$ cat src/rtl/mem_bus_arbiter_pkg.sv
// Shared bus encodings and request record for the memory bus arbiter slice.
package mem_bus_arbiter_pkg;

   localparam int XLEN = 32;

   typedef enum logic [1:0] {
      BUS_NONE  = 2'h0,
      BUS_LOAD  = 2'h1,
      BUS_STORE = 2'h2
   } BUS_COMMAND;

   typedef enum logic [1:0] {
      BYTE   = 2'h0,
      HALF   = 2'h1,
      WORD   = 2'h2,
      DOUBLE = 2'h3
   } MEM_SIZE;

   typedef struct packed {
      BUS_COMMAND        command;
      logic [XLEN-1:0]   addr;
      logic [63:0]       data;
      MEM_SIZE           size;
   } MEM_REQ;

   // Requester id width; a single requester still needs one bit.
   function automatic int id_width(input int n);
      return (n > 1) ? $clog2(n) : 1;
   endfunction

endpackage

$ cat src/rtl/mem_bus_arbiter_if.sv
// Requester-side and memory-side signals of the shared memory bus.
// The arbiter attaches through the slave modport; the environment uses master.
interface mem_bus_arbiter_if #(
   parameter int NUM_REQ = 2,
   parameter int TAG_W   = 4
) ();
   import mem_bus_arbiter_pkg::*;

   logic [NUM_REQ-1:0][1:0]       req_command;
   logic [NUM_REQ-1:0][XLEN-1:0]  req_addr;
   logic [NUM_REQ-1:0][63:0]      req_data;
   logic [NUM_REQ-1:0][1:0]       req_size;
   logic [NUM_REQ-1:0][TAG_W-1:0] req_response;
   logic [NUM_REQ-1:0][63:0]      req_rdata;
   logic [NUM_REQ-1:0][TAG_W-1:0] req_tag;

   BUS_COMMAND                    proc2mem_command;
   logic [XLEN-1:0]               proc2mem_addr;
   logic [63:0]                   proc2mem_data;
   MEM_SIZE                       proc2mem_size;
   logic [TAG_W-1:0]              mem2proc_response;
   logic [63:0]                   mem2proc_data;
   logic [TAG_W-1:0]              mem2proc_tag;

   modport slave (
      input  req_command, req_addr, req_data, req_size,
      input  mem2proc_response, mem2proc_data, mem2proc_tag,
      output req_response, req_rdata, req_tag,
      output proc2mem_command, proc2mem_addr, proc2mem_data, proc2mem_size
   );

   modport master (
      output req_command, req_addr, req_data, req_size,
      output mem2proc_response, mem2proc_data, mem2proc_tag,
      input  req_response, req_rdata, req_tag,
      input  proc2mem_command, proc2mem_addr, proc2mem_data, proc2mem_size
   );

endinterface

$ cat src/rtl/mem_tag_owner_table.sv
// Owner table for outstanding load tags: records which requester issued each
// tag, looks up the owner of a returning tag, and flags orphan/collision events.
module mem_tag_owner_table
   import mem_bus_arbiter_pkg::*;
#(
   parameter int TAG_W = 4,
   parameter int ID_W  = 1
) (
   input  logic             clock,
   input  logic             reset,
   input  logic             set_en,
   input  logic [TAG_W-1:0] set_tag,
   input  logic [ID_W-1:0]  set_id,
   input  logic [TAG_W-1:0] ret_tag,
   output logic             hit,
   output logic [ID_W-1:0]  hit_id,
   output logic             orphan_err
);

   localparam int DEPTH = 1 << TAG_W;

   logic [DEPTH-1:0] own_valid;
   logic [ID_W-1:0]  own_id [DEPTH];
   logic             ret_valid;
   logic             collide;

   // Lookup of the returning tag; a same-cycle return frees the entry before reuse.
   always_comb begin
      ret_valid = (ret_tag != '0);
      hit       = ret_valid && own_valid[ret_tag];
      hit_id    = own_id[ret_tag];
      collide   = set_en && own_valid[set_tag] && !(hit && (ret_tag == set_tag));
   end

   // Valid bits: clear on return, then set on accept so a reused tag stays owned.
   always_ff @(posedge clock) begin
      if (reset) begin
         own_valid <= '0;
      end else begin
         if (hit)
            own_valid[ret_tag] <= 1'b0;
         if (set_en)
            own_valid[set_tag] <= 1'b1;
      end
   end

   // Owner ids are only meaningful under a valid bit, so they carry no reset.
   always_ff @(posedge clock) begin
      if (set_en)
         own_id[set_tag] <= set_id;
   end

   // Sticky error: unowned return or accept onto a still-outstanding tag.
   always_ff @(posedge clock) begin
      if (reset)
         orphan_err <= 1'b0;
      else if ((ret_valid && !hit) || collide)
         orphan_err <= 1'b1;
   end

endmodule

$ cat src/rtl/mem_bus_arbiter.sv
// Shares the tagged memory bus between NUM_REQ requesters (0 = fetch,
// 1 = load/store). Round-robin grant, grant held across memory rejects,
// returning load data routed back to the requester that owns the tag.
module mem_bus_arbiter
   import mem_bus_arbiter_pkg::*;
#(
   parameter int NUM_REQ = 2,
   parameter int TAG_W   = 4
) (
   input  logic                clock,
   input  logic                reset,
   mem_bus_arbiter_if.slave    bus,
   output logic                orphan_err
);

   localparam int ID_W = id_width(NUM_REQ);

   MEM_REQ            req [NUM_REQ];
   logic              lock;
   logic [ID_W-1:0]   lock_id;
   logic [ID_W-1:0]   rr_ptr;
   logic [ID_W-1:0]   grant;
   logic [ID_W-1:0]   idx;
   logic              active;
   logic              accept;
   logic              load_set;
   logic              ret_hit;
   logic [ID_W-1:0]   ret_id;

   // Gather each requester's port signals into one request record.
   always_comb begin
      for (int i = 0; i < NUM_REQ; i++) begin
         req[i].command = BUS_COMMAND'(bus.req_command[i]);
         req[i].addr    = bus.req_addr[i];
         req[i].data    = bus.req_data[i];
         req[i].size    = MEM_SIZE'(bus.req_size[i]);
      end
   end

   // Grant: a held lock wins while its requester still asks; else round-robin from rr_ptr.
   always_comb begin
      grant  = rr_ptr;
      active = 1'b0;
      idx    = '0;
      if (lock && (req[lock_id].command != BUS_NONE)) begin
         grant  = lock_id;
         active = 1'b1;
      end else begin
         for (int k = 0; k < NUM_REQ; k++) begin
            idx = ID_W'((int'(rr_ptr) + k) % NUM_REQ);
            if (!active && (req[idx].command != BUS_NONE)) begin
               grant  = idx;
               active = 1'b1;
            end
         end
      end
      accept   = active && (bus.mem2proc_response != '0);
      load_set = accept && (req[grant].command == BUS_LOAD);
   end

   // Bus drive and same-cycle acceptance / return routing back to requesters.
   always_comb begin
      bus.proc2mem_command = active ? req[grant].command : BUS_NONE;
      bus.proc2mem_addr    = req[grant].addr;
      bus.proc2mem_data    = req[grant].data;
      bus.proc2mem_size    = req[grant].size;
      for (int i = 0; i < NUM_REQ; i++) begin
         bus.req_response[i] = (active && (grant == ID_W'(i))) ? bus.mem2proc_response : '0;
         bus.req_tag[i]      = (ret_hit && (ret_id == ID_W'(i))) ? bus.mem2proc_tag : '0;
         bus.req_rdata[i]    = (ret_hit && (ret_id == ID_W'(i))) ? bus.mem2proc_data : '0;
      end
   end

   // Lock and round-robin pointer: accept releases and advances, reject locks, idle releases.
   always_ff @(posedge clock) begin
      if (reset) begin
         lock    <= 1'b0;
         lock_id <= '0;
         rr_ptr  <= '0;
      end else if (accept) begin
         lock   <= 1'b0;
         rr_ptr <= (int'(grant) == NUM_REQ - 1) ? '0 : grant + ID_W'(1);
      end else if (active) begin
         lock    <= 1'b1;
         lock_id <= grant;
      end else begin
         lock <= 1'b0;
      end
   end

   mem_tag_owner_table #(
      .TAG_W (TAG_W),
      .ID_W  (ID_W)
   ) u_owner (
      .clock      (clock),
      .reset      (reset),
      .set_en     (load_set),
      .set_tag    (bus.mem2proc_response),
      .set_id     (grant),
      .ret_tag    (bus.mem2proc_tag),
      .hit        (ret_hit),
      .hit_id     (ret_id),
      .orphan_err (orphan_err)
   );

endmodule

$ cat src/flat_wrapper.sv
// flat-port wrapper written by rule: the top's interface ports become plain ports
module mem_bus_arbiter_flat import mem_bus_arbiter_pkg::*;
#(
   parameter int NUM_REQ = 2,
   parameter int TAG_W   = 4
)
  (clock, reset, orphan_err, bus_req_command, bus_req_addr, bus_req_data, bus_req_size, bus_mem2proc_response, bus_mem2proc_data, bus_mem2proc_tag, bus_req_response, bus_req_rdata, bus_req_tag, bus_proc2mem_command, bus_proc2mem_addr, bus_proc2mem_data, bus_proc2mem_size);
  mem_bus_arbiter_if #(.NUM_REQ(NUM_REQ), .TAG_W(TAG_W)) bus_i ();
  input  logic clock;
  input  logic reset;
  output logic orphan_err;
  input wire logic [$bits(bus_i.req_command)-1:0] bus_req_command;
  input wire logic [$bits(bus_i.req_addr)-1:0] bus_req_addr;
  input wire logic [$bits(bus_i.req_data)-1:0] bus_req_data;
  input wire logic [$bits(bus_i.req_size)-1:0] bus_req_size;
  input wire logic [$bits(bus_i.mem2proc_response)-1:0] bus_mem2proc_response;
  input wire logic [$bits(bus_i.mem2proc_data)-1:0] bus_mem2proc_data;
  input wire logic [$bits(bus_i.mem2proc_tag)-1:0] bus_mem2proc_tag;
  output wire logic [$bits(bus_i.req_response)-1:0] bus_req_response;
  output wire logic [$bits(bus_i.req_rdata)-1:0] bus_req_rdata;
  output wire logic [$bits(bus_i.req_tag)-1:0] bus_req_tag;
  output wire logic [$bits(bus_i.proc2mem_command)-1:0] bus_proc2mem_command;
  output wire logic [$bits(bus_i.proc2mem_addr)-1:0] bus_proc2mem_addr;
  output wire logic [$bits(bus_i.proc2mem_data)-1:0] bus_proc2mem_data;
  output wire logic [$bits(bus_i.proc2mem_size)-1:0] bus_proc2mem_size;
  assign bus_i.req_command = bus_req_command;
  assign bus_i.req_addr = bus_req_addr;
  assign bus_i.req_data = bus_req_data;
  assign bus_i.req_size = bus_req_size;
  assign bus_i.mem2proc_response = bus_mem2proc_response;
  assign bus_i.mem2proc_data = bus_mem2proc_data;
  assign bus_i.mem2proc_tag = bus_mem2proc_tag;
  assign bus_req_response = bus_i.req_response;
  assign bus_req_rdata = bus_i.req_rdata;
  assign bus_req_tag = bus_i.req_tag;
  assign bus_proc2mem_command = bus_i.proc2mem_command;
  assign bus_proc2mem_addr = bus_i.proc2mem_addr;
  assign bus_proc2mem_data = bus_i.proc2mem_data;
  assign bus_proc2mem_size = bus_i.proc2mem_size;
  mem_bus_arbiter #(.NUM_REQ(NUM_REQ), .TAG_W(TAG_W)) u_core (.clock(clock), .reset(reset), .bus(bus_i), .orphan_err(orphan_err));
endmodule
$ cat config.mk
export PLATFORM = sky130hd
export DESIGN_NAME = mem_bus_arbiter_flat
export DESIGN_NICKNAME = d
export VERILOG_FILES = /design/src/rtl/mem_bus_arbiter_pkg.sv /design/src/rtl/mem_bus_arbiter_if.sv /design/src/rtl/mem_tag_owner_table.sv /design/src/rtl/mem_bus_arbiter.sv /design/src/flat_wrapper.sv
export SDC_FILE = /design/constraint.sdc
export NUM_CORES = 1
export LEC_CHECK = 0
export ABC_AREA = 1
export BUFFER_PORTS_ARGS = -buffer_cell sky130_fd_sc_hd__buf_2
export CORE_AREA = 3 3 200 202
export CTS_CLUSTER_DIAMETER = 120
export DETAILED_ROUTE_END_ITERATION = 6
export DIE_AREA = 0 0 203 205
export GPL_TIMING_DRIVEN = 0
export PLACE_DENSITY = 0.45
export SYNTH_ARGS = -nofsm -noshare
export SYNTH_HDL_FRONTEND = slang
export SYNTH_SLANG_ARGS = --single-unit
$ cat constraint.sdc
create_clock -name clock -period 4.4 [get_ports clock]
set_clock_uncertainty 0.1 [all_clocks]
set_input_delay 1.1 -clock clock [delete_from_list [all_inputs] [get_ports clock]]
set_output_delay 1.1 -clock clock [all_outputs]
set_load 0.005 [all_outputs]
==> results.md, run 1 <==
- Run status: finished clean
- TritonCTS Buffers: 5
- Sw Pwr: 570.7 uW
- Cell row count: 72
- Gp weighted congestion: 0.9267
- Layout cells sized above 1: 42.89%
- Clock-pin slew on the worst setup and hold paths: 0.05 ns
- Area Overhead vs Synth: 82.18%
- Vias in the first global route: 6,826
- Synthesized area: 0.004219 mm2
- TritonCTS clock tree: yes
- Post-synth EDFFs: 16
- Initial Util: 10.97%
- WHS: 0.3517 ns
- Layout Cells excl Fill: 1,893
- WP data required: 3.20 ns
- Drc violations: 0
- WL per Instance: 16.58 um
- Io pins: 519
- Drt first pass iters: 5
- Yosys top cell by area: nand2_1
- Count leader, synth: nand2_1
- Drt total wl: 31,380 um
- Synth area leaders: nand2_1 (36%), nor2_1 (14%), edfxtp_1 (11%), dfxtp_1 (9.5%), inv_1 (9.3%)
- Critical Path Source Type: primary input
- Placed Cells: 1,882
- DRT iter0 DRCs: 425
- Max Cap Viol: 0
- Initial antenna violation count: 12
- Die X: 203 um
- Maximum clock path buffer count: 2
- Highest Clock Rate: 234.2 MHz
- Sequential element share of the synthesized area: 20.88%
- Sw Share: 40.11%
- Synth Flop Type: dfxtp_1
- Worst path arrival time: 3.07 ns
- Yosys cell types: 27
- Global-route wire length before repair: 42,900 um
- Final Hold Viols: 0
- FILL cells: 4,584
- Final count of negative-setup-slack endpoints: 0
- Clk_lat worst skew: 0.28 ns
- Core outline area: 0.03847 mm2
- Commonest cells in the netlist: nand2_1 (402), nor2_1 (158), inv_1 (105), clkbuf_1 (26), nand3_1 (23)
- Final worst slack: 0.1294 ns
- Total Nets Final: 1,644
- Crit Path Class: primary input to output port
- Worst-path fanout max: 10
- Via-to-Cell Ratio: 3.792
- Post-synthesis cell count: 847
- Buffers added on ports: 517
- Static leakage: 0.005031 uW
- Maximum VDD drop: 0.1164 mV
- Die area: 0.04162 mm2
- Slew of the pin with the lowest slew margin: 0.5793 ns
- Cell Pwr Density: 185.1 mW/mm2
- Critical path endpoint category: output port
- Clk sink count: 36
- Hold/Removal Path Class: flip-flop to flip-flop
- Max-slew headroom: 61.38%
- Post-Place Worst Slack: -0.7233 ns
- Tot GR Track Use: 13.88%
- Largest net degree at the start of global routing: 26
- GRT overflow: 0
- Syn. warnings: 0
- Syn Area/Cell: 4.981 um2
- Combinational cell fraction of total power: 50.9%
- Top cell type's share of synthesized area: 35.77%
- Final period util: 97.06%
- Syn Nets: 1,121
- Final core utilization: 19.98%
- Root buffer cell: clkbuf_16
- Die Y: 205 um
- Int Power: 852.0 uW
- Slew Limit Fails: 0
- Via count: 7,179
- # H-tree levels: 2
- Clk pwr share: 23.4%
- Antenna Violating Nets Remaining: 0
- Async set or reset register ratio after synthesis: 0%
- Tmin final: 4.271 ns
- Post-detail-place hpwl: 27,600 um
- Sequential power share: 25.7%
- Yosys reg bits: 36
cells by family after synthesis:
group | share of synthesized area (%)
other | 0.08888
buffers and inverters | 15.07
AO/OA/AOI/OAI | 5.427
XOR/XNOR | 0.4153
AND/OR/NAND/NOR | 58.13
flip-flops | 20.88
path summary, 6_finish.rpt:
check / start / end / slack [ns] / cells past startpoint
setup / recovery: bus_mem2proc_tag[3] / bus_req_rdata[112] / 0.13 / 13
hold / removal: u_core.u_owner.own_valid[0]$_SDFF_PP0_ / u_core.u_owner.own_valid[0]$_SDFF_PP0_ / 0.35 / 2
setup reg to reg: u_core.lock_id$_SDFFE_PP0P_ / u_core.u_owner.own_id[10]$_DFFE_PP_ / 2.01 / 11
hold reg to reg: u_core.u_owner.own_valid[0]$_SDFF_PP0_ / u_core.u_owner.own_valid[0]$_SDFF_PP0_ / 0.35 / 2
cells in the final DEF, fill, tap and decap left out, types with 3 or more instances in the layout:
| master | count |
|---|---|
| diode_2 | 4 |
| buf_6 | 3 |
| nor2_4 | 13 |
| clkbuf_2 | 4 |
| a21oi_1 | 20 |
| o21ai_0 | 11 |
| buf_4 | 6 |
| buf_2 | 524 |
| nand2_2 | 4 |
| nor2_2 | 16 |
| nor2_1 | 153 |
| clkbuf_16 | 5 |
| inv_1 | 105 |
| a22oi_1 | 7 |
| edfxtp_1 | 16 |
| nand3_1 | 23 |
| clkbuf_1 | 21 |
| nand2_1 | 398 |
| dfxtp_1 | 20 |
| inv_2 | 5 |
worst max-delay path, stage by stage:
cell     delay [ns]
buf_2          0.14
nor2_1         0.46
nand2_1        0.13
nand2_1        0.09
inv_1          0.04
nand2_2        0.06
inv_2          0.05
a21oi_4        0.19
nand2_4        0.11
buf_4          0.21
buf_4          0.18
nor2_1         0.15
buf_2          0.14
per-layer routing:
metal / global-route usage, % / wire, um / part of all wire [%]
met1: 13.06 / 10340 / 33
met4: 6.335 / 1230 / 3.9
met2: 28.13 / 17140 / 55
met5: 0 / 18 / 0.057
met3: 3.162 / 2659 / 8.5
metrics by stage:
step | power, uW | area (um2) | TNS [ns]
2_1_floorplan | 677.0 | 4219 | 0
3_3_place_gp | 1106 | 7455 | -15.44
3_5_place_dp | 1106 | 7455 | -19.26
4_1_cts | 1447 | 7617 | 0
5_1_grt | 1539 | 7686 | -0.009401
6_report | 1423 | 7686 | 0
sequential cells by signal, summed over array words and instances (netlist names):
| name | flops |
|---|---|
| u_core.lock | 1 |
| u_core.lock_id | 1 |
| u_core.rr_ptr | 1 |
| u_core.u_owner.orphan_err | 1 |
| u_core.u_owner.own_id | 16 |
| u_core.u_owner.own_valid | 16 |
timing repair:
item / in CTS / in global routing
setup endpoints to repair: 120 / 61
setup buffers: 0 / 1
pin swaps: 0 / 1
resized for setup: 12 / 18
hold buffers: 0 / 0
power groups by stage:
stage | registers (uW) | clock network (uW) | logic [uW]
detailed placement | 372 | 0 | 734
CTS | 365 | 342 | 740
global route | 366 | 356 | 817
finish | 365 | 333 | 724
floorplan | 371 | 0 | 306
global placement | 372 | 0 | 733
final cells by class:
| class | instances | area, um2 | area share (%) |
|---|---|---|---|
| tap | 518 | 648.1 | 8.432 |
| antenna | 4 | 10.01 | 0.1302 |
| inverter | 111 | 416.7 | 5.421 |
| clock inverter | 1 | 5.005 | 0.06511 |
| sequential | 36 | 880.8 | 11.46 |
| multi-input combinational | 657 | 2765 | 35.98 |
| buffer | 41 | 232.7 | 3.028 |
| clock buffer | 7 | 132.6 | 1.726 |
| timing repair buffer | 518 | 2595 | 33.76 |
Power figures use the tool's default switching activity.
==> run 2, diff against run 1 <==
Settings changed: CORE_AREA 3 3 200 202 to 3 3 203 205, CTS_BUF_LIST from default to sky130_fd_sc_hd__clkbuf_2, DIE_AREA 0 0 203 205 to 0 0 206 208, PLACE_DENSITY 0.45 to 0.44, RECOVER_POWER from default to 100.
==> run 2 against run 1 <==
  * Die area rose by 3.0%
  * Critical path type unchanged
  * First-iteration DRC count fell by 30%
  * Register-to-register slack got worse by 0.35 ns
  * Critical endpoint is now bus_req_rdata[57]
==> results.md, run 2 (same netlist as run 1, synthesis figures left out) <==
- Largest net degree at the start of global routing: 26 (unchanged)
- Most common cell after layout, fill and taps aside: buf_2
- Critical path endpoint category: output port
- Crit-path slowest cell: a22oi_1
- Cell row count: 73 (+1.4%)
- WL per Instance: 15.85 um (-4.4%)
- Die X: 206 um (+1.5%)
- Hold Path Stages: 2 (unchanged)
- Crit-path cells: buf_2 > buf_6 > nand2_1 > inv_2 > a22oi_1 > nand2_1 > nand2_1 > nand4_1 > nand2b_1 > buf_4 > buf_6 > buf_6 > nor2_2 > buf_2
- Layout cells sized above 1: 39.26% (-3.6 points)
- Slew Limit Fails: 0 (unchanged)
- Root buffer cell: clkbuf_2
- CP max stage delay: 0.20 ns (-0.26 ns)
- Clk_lat worst skew: 0.36 ns (+0.08 ns)
- Hold/Removal Path Class: flip-flop to flip-flop
- Drc violations: 0 (unchanged)
- Post-route setup TNS: 0 ns (unchanged)
- Vias in the first global route: 6,772 (-0.79%)
- Initial Util: 10.64% (-0.32 points)
- Post-detail-place hpwl: 26,560 um (-3.8%)
- Crit Path Class: primary input to output port
- Tot GR Track Use: 12.97% (-0.91 points)
- GRT overflow: 0 (unchanged)
- Final period util: 97.26% (+0.20 points)
- WP data required: 3.20 ns (about the same)
- Final count of negative-setup-slack endpoints: 0 (unchanged)
- Run status: finished clean
- Worst-path fanout max: 10 (unchanged)
- Critical Path Source Type: primary input
- Final Hold Viols: 0 (unchanged)
- Tmin final: 4.280 ns (+0.008955 ns)
- Drt first pass iters: 5 (unchanged)
- FILL cells: 4,686 (+2.2%)
- Static leakage: 0.004858 uW (-3.4%)
- Most frequent cells in the layout: buf_2 (473), nand2_1 (399), nor2_1 (156)
- Cell Pwr Density: 163.5 mW/mm2 (-12%)
- # H-tree levels: 2 (unchanged)
- TritonCTS Buffers: 5 (unchanged)
- Die Y: 208 um (+1.5%)
- WHS: 0.3734 ns (+0.02169 ns)
- Drt total wl: 30,150 um (-3.9%)
- Maximum VDD drop: 0.06272 mV (-46%)
- Core outline area: 0.03964 mm2 (+3.1%)
- Slew of the pin with the lowest slew margin: 0.5317 ns (-0.04764 ns)
- Max Cap Viol: 0 (unchanged)
- Delay-heaviest family, CP: buffers and inverters
- Area Overhead vs Synth: 78.68%
- Antenna Violating Nets Remaining: 0 (unchanged)
- Global-route wire length before repair: 41,360 um (-3.6%)
- Maximum clock path buffer count: 2 (unchanged)
- Highest Clock Rate: 233.7 MHz (-0.21%)
- Max-slew headroom: 64.55% (+3.2 points)
- Buffers added on ports: 517 (unchanged)
- Worst path arrival time: 3.08 ns (about the same)
- Io pins: 519 (unchanged)
- TritonCTS clock tree: yes
- Fin area: 0.007538 mm2 (-1.9%)
- Initial antenna violation count: 10 (-2)
- Via count: 7,141 (-0.53%)
- Placed cell area: 0.007463 mm2 (+0.12%)
- Gp weighted congestion: 0.8683 (-6.3%)
- Critical path buffers and inverters: 7 (+1)
- CP Depth: 14 (+1)
- Via-to-Cell Ratio: 3.752 (-1.1%)
- DRT iter0 DRCs: 299 (-30%)
- Clock-pin slew on the worst setup and hold paths: 0.18 ns (+0.13 ns)
- Clk sink count: 36 (unchanged)
- Total Nets Final: 1,646 (+0.12%)
- Die area: 0.04285 mm2 (+3.0%)
- Regs by FF count: u_core.u_owner.own_id x16, u_core.u_owner.own_valid x16
- Final core utilization: 19.02% (-0.96 points)
- Reg2Reg Depth: 11 (unchanged)
[run 2: where the power goes]
group,total [uW],internal (uW),switching (uW)
Combinational,712,267,445
Sequential,365,361,4.40
Clock,156,43.6,112
Total,1230,671,561
[run 2: cell type report]
class                           count  area (um2)  share of cell area [%]
Clock buffer                        7       35.03                  0.4647
Antenna cell                        5       12.51                  0.1660
Clock inverter                      1       5.005                 0.06639
Tap cell                          525       656.9                   8.714
Sequential cell                    36       880.8                   11.68
Buffer                             41       229.0                   3.037
Multi-Input combinational cell    657        2753                   36.51
Timing Repair Buffer              520        2550                   33.83
Inverter                          111       416.7                   5.527
[run 2: worst paths after layout]
check        slack, ns                                     end                                   start
max               0.12                       bus_req_rdata[57]                     bus_mem2proc_tag[0]
min               0.37  u_core.u_owner.own_valid[0]$_SDFF_PP0_  u_core.u_owner.own_valid[0]$_SDFF_PP0_
max reg2reg       1.66     u_core.u_owner.own_id[12]$_DFFE_PP_             u_core.lock_id$_SDFFE_PP0P_
min reg2reg       0.37  u_core.u_owner.own_valid[0]$_SDFF_PP0_  u_core.u_owner.own_valid[0]$_SDFF_PP0_
[run 2: per-layer routing]
| layer | GRT usage (%) | up-vias | wire length (um) |
|---|---|---|---|
| li1 | - | 3539 | - |
| met4 | 5.618 | 0 | 982 |
| met1 | 11.65 | 3180 | 9633 |
| met2 | 26.64 | 388 | 16760 |
| met3 | 3.161 | 34 | 2779 |
| met5 | 0 | - | 0 |
[run 2: per-stage QoR]
step	instances	worst slack [ns]	total power (uW)
after floorplan	847	0.6826	677.0
after global placement	1889	-0.6206	1110
after detailed placement	1889	-0.6119	1107
after CTS	1895	0.007355	1268
after global routing	1903	-0.01953	1349
final	1903	0.1204	1232
[run 2: worst register-to-register path, delay by kind of cell, from the launching register on]
| kind | cells | cell delay, ns |
|---|---|---|
| flops | 1 | 0.43 |
| simple gates | 8 | 1.35 |
| buf+inv | 3 | 0.62 |
[run 2: what timing repair did]
action	4_1_cts	5_1_grt
gates resized for setup	12	13
buffers inserted	0	3
endpoints found under the setup margin	131	54
pin swaps	1	1
hold buffers	0	0
